**config.mk**
```make
export PLATFORM = sky130hd
export DESIGN_NAME = param_serial_to_parallel_rx
export DESIGN_NICKNAME = d
export VERILOG_FILES = /design/src/rtl/param_serial_to_parallel_rx.sv
export SDC_FILE = /design/constraint.sdc
export NUM_CORES = 1
export LEC_CHECK = 0
export ABC_AREA = 1
export CORE_MARGIN = 2
export CORE_UTILIZATION = 45
export CTS_BUF_LIST = sky130_fd_sc_hd__clkbuf_16
export CTS_CLUSTER_DIAMETER = 150
export DETAILED_ROUTE_END_ITERATION = 12
export PLACE_DENSITY = 0.71
export SYNTH_ARGS = -nofsm -noshare
export SYNTH_HDL_FRONTEND = slang
export SYNTH_SLANG_ARGS = --single-unit
```
**constraint.sdc**
```tcl
create_clock -name clk -period 1.5 [get_ports clk]
set_clock_uncertainty 0.15 [all_clocks]
set_input_delay 0.3 -clock clk [delete_from_list [all_inputs] [get_ports clk]]
set_output_delay 0.3 -clock clk [all_outputs]
set_load 0.03 [all_outputs]
```
**src/rtl/param_serial_to_parallel_rx.sv**
```systemverilog
// Serial-to-parallel receiver with per-word bit-order lock, single-word
// hold register, sticky overrun flag and synchronous clear.
`timescale 1ns/1ps
module param_serial_to_parallel_rx #(
    parameter int WIDTH = 4
) (
    input  logic             clk,
    input  logic             rst_n,
    input  logic             clr_n,
    input  logic             ser_in,
    input  logic             bit_en_n,
    input  logic             direction,
    input  logic             rd_n,
    output logic [WIDTH-1:0] data_out,
    output logic             valid,
    output logic             overrun,
    output logic             busy
);

    localparam int CW = (WIDTH > 2) ? $clog2(WIDTH) : 1;
    localparam logic [CW-1:0] LAST_CNT = CW'(WIDTH - 1);
    localparam logic [CW-1:0] ONE_CNT  = CW'(1);

    typedef enum logic [0:0] {
        IDLE  = 1'b0,
        SHIFT = 1'b1
    } state_t;

    state_t           state_r, state_next_s;
    logic [WIDTH-1:0] sr_r, sr_next_s;
    logic [CW-1:0]    cnt_r, cnt_next_s;
    logic             dir_q_r, dir_q_next_s;
    logic [WIDTH-1:0] data_out_r, data_out_next_s;
    logic             valid_r, valid_next_s;
    logic             overrun_r, overrun_next_s;
    logic             busy_r;
    logic             eff_dir_s;
    logic             complete_s;

    // Bit order for the current strobe: live input on the first bit, locked copy afterwards
    always_comb begin
        eff_dir_s = direction;
        case (state_r)
            IDLE:    eff_dir_s = direction;
            SHIFT:   eff_dir_s = dir_q_r;
            default: eff_dir_s = direction;
        endcase
    end

    // Next-state logic: clear has top priority, then shifting, then hold-register update
    always_comb begin
        state_next_s    = state_r;
        sr_next_s       = sr_r;
        cnt_next_s      = cnt_r;
        dir_q_next_s    = dir_q_r;
        data_out_next_s = data_out_r;
        valid_next_s    = valid_r;
        overrun_next_s  = overrun_r;
        complete_s      = 1'b0;

        if (!clr_n) begin
            state_next_s    = IDLE;
            sr_next_s       = {WIDTH{1'b0}};
            cnt_next_s      = {CW{1'b0}};
            dir_q_next_s    = 1'b0;
            data_out_next_s = {WIDTH{1'b0}};
            valid_next_s    = 1'b0;
            overrun_next_s  = 1'b0;
        end else begin
            if (!bit_en_n) begin
                dir_q_next_s = eff_dir_s;
                if (eff_dir_s) begin
                    sr_next_s = {sr_r[WIDTH-2:0], ser_in};
                end else begin
                    sr_next_s = {ser_in, sr_r[WIDTH-1:1]};
                end
                if (cnt_r == LAST_CNT) begin
                    complete_s   = 1'b1;
                    cnt_next_s   = {CW{1'b0}};
                    state_next_s = IDLE;
                end else begin
                    cnt_next_s   = cnt_r + ONE_CNT;
                    state_next_s = SHIFT;
                end
            end else begin
                complete_s = 1'b0;
            end

            // A word completing while an unread word is held (and not being read) is dropped
            if (complete_s) begin
                if (!valid_r || !rd_n) begin
                    data_out_next_s = sr_next_s;
                    valid_next_s    = 1'b1;
                end else begin
                    overrun_next_s  = 1'b1;
                end
            end else if (!rd_n && valid_r) begin
                valid_next_s = 1'b0;
            end else begin
                valid_next_s = valid_r;
            end
        end
    end

    // State and datapath registers
    always_ff @(posedge clk or negedge rst_n) begin
        if (!rst_n) begin
            state_r    <= IDLE;
            sr_r       <= {WIDTH{1'b0}};
            cnt_r      <= {CW{1'b0}};
            dir_q_r    <= 1'b0;
            data_out_r <= {WIDTH{1'b0}};
            valid_r    <= 1'b0;
            overrun_r  <= 1'b0;
            busy_r     <= 1'b0;
        end else begin
            state_r    <= state_next_s;
            sr_r       <= sr_next_s;
            cnt_r      <= cnt_next_s;
            dir_q_r    <= dir_q_next_s;
            data_out_r <= data_out_next_s;
            valid_r    <= valid_next_s;
            overrun_r  <= overrun_next_s;
            busy_r     <= (state_next_s == SHIFT);
        end
    end

    assign data_out = data_out_r;
    assign valid    = valid_r;
    assign overrun  = overrun_r;
    assign busy     = busy_r;

endmodule

```
== Word-level counts from Yosys, hierarchy flattened ==
Cells that the tools add are included.

* Word-level logic and storage cells: 48
* Register bits: 14

* Bitwise operators: 1
* $add $sub $neg: 1
* Eq/ne operators: 7
* Reductions and logical operators: 7
* Mux-type cells: 25

{| class="wikitable"
|+ Operators by type and width
! operator !! count
|-
| two-way mux 4 bit || 6
|-
| two-way mux 1 bit || 15
|-
| two-way mux 2 bit || 3
|-
| AND reduction 2 bit || 3
|-
| inequality test 2 x 1 -> 1 bit (second input constant) || 2
|-
| inequality test 2 bit (second input constant) || 2
|-
| inequality test 3 x 1 -> 1 bit (second input constant) || 1
|-
| inequality test 3 x 2 -> 1 bit (second input constant) || 1
|-
| adder 2 x 1 -> 2 bit (second input constant) || 1
|-
| equality test 2 bit (second input constant) || 1
|-
| zero test 1 bit || 2
|-
| case mux 1 bit (2 select lines) || 1
|-
| logical AND 1 bit || 1
|-
| logical OR 1 bit || 1
|-
| NOT 1 bit || 1
|}

== Longest topological paths before layout ==
Gate-level depths: netlist of the first run.

* Depth in word-level cells: 7
* Gate-level depth with buffers: 7
* Gate-level depth less buffers: 7

== Least setup slack after synthesis of the first run ==
No wires, ideal clock.

* Path type: register to register
* Start point: reg, netlist name busy
* End point: reg data_out_r[0] (netlist: data_out[0])
* Slack: 0.254 ns
* Data required time: 1.233 ns
* Arrival: 0.979 ns
* Stages on the path, launching flop included: 7
* Period minus slack after synthesis: 1.246 ns
* Setup time: 0.117 ns
* Cells stage by stage: dfrtp_1 inv_1 nand2_1 nand3_1 nand3_1 nand3_1 nand2_1

{| class="wikitable"
|+ RTL lines
! element !! RTL line !! RTL
|-
| to (signal assigned) || 112 || <nowiki>data_out_r <= {WIDTH{1'b0}};</nowiki>
|-
| to (signal assigned) || 121 || <nowiki>data_out_r <= data_out_next_s;</nowiki>
|-
| to (decl) || 33 || <nowiki>logic [WIDTH-1:0] data_out_r, data_out_next_s;</nowiki>
|}

== Worst setup path after layout of the first run ==
* Start point: reg data_out_r[3] (netlist: data_out[3])
* End point: out data_out[3]

{| class="wikitable"
|+ RTL lines
! element !! RTL line !! RTL
|-
| to (decl) || 14 || <nowiki>output logic [WIDTH-1:0] data_out,</nowiki>
|}

No word-level cell between the ends.

==> out/metrics.yaml, run 1 <==
synth_warnings: 0
synthArstFlopShare_pct: 100
fin_crit_ns: 1.43
drtPass1Iterations: 4
crit_start: "data_out[3]"
worstSkewPairLatency_ns: 0.24
drc: 0
grt_max_degree: 15
hold_ws_ns: 0.214
status: "finished, final reports clean"
syn-instance-count: 84
final_layout_size_suffix_gt1_share_pct: 20.4
max_freq_ghz: 0.698
synth_edf_count: 0
die_w_um: 43.2
crit_path_end_kind: "output pin"
wirelength_mm: 1.33
fin_crit_sh_pct: 95.5
yosysTopAreaCell: "dfrtp_1"
synthDistinctLibCells: 16
n_fill_cell: 122
grt_pass1_vias: 599
power_density_mw_per_mm2: 1130
crit_path_top_delay_cell: "dlygate4sd2_1"
cts_buffers: 3
ios: 14
core_area_mm2: 0.00147
diodes: 0
synth_top_area_share_pct: 50.5
cap_violations: 0
rr_worst_depth: 7
yosysSeqAreaShare_pct: 50.5
clock-root-buffer: "clkbuf_16"
antenna_found_initial: 0
rsz0062_at_grt: "no"
die-area_mm2: 0.00187
die_h_um: 43.2
grt_pass1_wl_mm: 2.58
synth.top_cells.by_area: "dfrtp_1, nand3_1, nand2_1"
cts_setup_buffers: 0
worstMarginPinSlew_ns: 0.300
cp_data_required_time_ns: 1.05
areaGrowthSynthToFinish_pct: 39.0
path_cells: "dlygate4sd2_1"
std_cell_rows: 14
clk_pin_slew_worst_paths_ns: 0.04
dp_hpwl_mm: 1.03
path_depth: 1
max_stage_delay_ns: 0.40
startpoint_type: "flop"
synth_area_um2: 693
netlist_top_cells_count: "nand2_1, nand3_1, dfrtp_1, inv_1, nor2_1"
wl_per_cell_um: 10.7
crit_family: "buffers and inverters"
gp_congestion: 0.777
synth_flop_cell: "dfrtp_1"
hp-class: "in -> async"
finish.utilization_pct: 65.5
r2r-end: "data_out[1]"
synth.avg_cell_area_um2: 8.25
cts_tree: "yes"
hold_buffers: 0
cts_sinks: 14
ant_nets: 0
worstSetupPathType: "reg -> out"
worstPathMaxFanout: 2
critPathArrivalTime_ns: 0.98
report.final.slew_viol_count: 0
drt-initial-drc-count: 13
crit_end: "data_out[3]"
r2r_start: "cnt_r[0]"
port_buffers: 13
grt_usage_pct: 18.8
cts_resized: 6
worst-path-buf-inv: 1
synth_fp_nets: 92
p_leak_uw: 0.000546
overflow: 0
regToRegSetupSlack_ns: 0.16
vias: 598
yosys_register_bits: 14
relSlewSlack_pct: 80.1
vias_per_cell: 4.82
cts_max_path_buffers: 2
htree_levels: 1
setup_violations: 0
final_nets: 117
peakVddDrop_mv: 0.773
initial_core_util_pct: 47.1
hold_viol: 0
metal layers:
metal / GRT usage, % / share of wire, %
met5: 0 / 0
met4: 9.09 / 2.7
met3: 4.26 / 5.6
met2: 26.9 / 43
met1: 26.6 / 49
kinds of logic (layout without fill, tap and decap cells):
logic type               count (synthesis)  after routing  share of synthesized area [%]
buffers and inverters                   13             37                           8.12
AND/OR/NAND/NOR                         52             52                           34.5
AO/OA/AOI/OAI                            3              3                           3.79
XOR/XNOR                                 1              1                           1.26
adder cells (fa/ha/maj)                  1              1                           1.80
flip-flops                              14             14                           50.5
state kept, by name (all words and copies together) (netlist names):
signal	cells
sr_r	4
overrun	1
valid	1
busy	1
cnt_r	2
data_out	4
dir_q_r	1
cell usage in the layout (no fill, tap or decap):
master | netlist | layout
nor3_2 | 1 | 1
nand3_1 | 20 | 20
clkbuf_16 | 0 | 3
a21oi_1 | 1 | 1
nand4_1 | 1 | 1
buf_4 | 0 | 9
nand2_1 | 20 | 20
inv_1 | 9 | 9
clkdlybuf4s50_1 | 0 | 5
ha_1 | 1 | 1
clkinv_1 | 0 | 1
dlygate4sd2_1 | 0 | 6
dfrtp_1 | 14 | 14
nor2_2 | 3 | 3
o31ai_2 | 1 | 1
nor2_1 | 6 | 6
dlymetal6s2s_1 | 0 | 1
inv_2 | 3 | 3
xor2_1 | 1 | 1
o21ai_2 | 1 | 1
nand2_2 | 1 | 1
final cells by class:
type | count | area (µm²) | share of cell area [%]
sequential | 14 | 350 | 36.4
timing repair buffer | 21 | 183 | 19.0
multi-input combinational | 57 | 287 | 29.7
clock buffer | 3 | 75.1 | 7.79
clock inverter | 1 | 3.75 | 0.390
tap | 16 | 20.0 | 2.08
inverter | 12 | 45.0 | 4.68
worst reg2reg max path, stage by stage, from the launching register on:
cell and delay [ns]:
dfrtp_1 0.39, ha_1 0.21, inv_1 0.09, o21ai_2 0.07
nand2_2 0.11, inv_2 0.06, nand3_1 0.08, nand2_1 0.05
stage by stage:
stage                     setup TNS, ns  setup WS (ns)  std cells  instance area, µm²  total power [µW]
after floorplan                       0          0.254         84                 693               526
after global placement           -0.671         -0.117        120                 890               607
after detailed placement         -0.859         -0.143        120                 890               608
after CTS                             0         0.0599        124                 961              1100
after global routing                  0         0.0217        124                 963              1140
final                                 0         0.0678        124                 963              1090
worst min-delay path by stage:
stage	depth (start not counted)	start	to
2_1_floorplan	0	rst_n	busy
3_3_place_gp	2	overrun	overrun
3_5_place_dp	2	data_out[3]	data_out[3]
4_1_cts	2	rst_n	data_out[3]
5_1_grt	2	rst_n	sr_r[3]
6_report	2	rst_n	overrun
where the power goes:
part	total, µW	internal, µW	leakage, µW	switching [µW]
clock	497	352	0.0000385	146
combinational	170	69.1	0.000322	101
sequential	424	406	0.000186	18.1
total	1090	827	0.000546	265
Power figures use the tool's default switching activity.
==> run 2: changes to the inputs <==
--- a/config.mk
+++ b/config.mk
@@ -9,7 +9,7 @@
 export CORE_MARGIN = 2
 export CORE_UTILIZATION = 45
 export CTS_BUF_LIST = sky130_fd_sc_hd__clkbuf_16
-export CTS_CLUSTER_DIAMETER = 150
+export CTS_CLUSTER_DIAMETER = 50
 export DETAILED_ROUTE_END_ITERATION = 12
 export PLACE_DENSITY = 0.71
 export SYNTH_ARGS = -nofsm -noshare
==> results of run 2 <==
No change in the layout: final DEF, timing and power equal those of run 1.
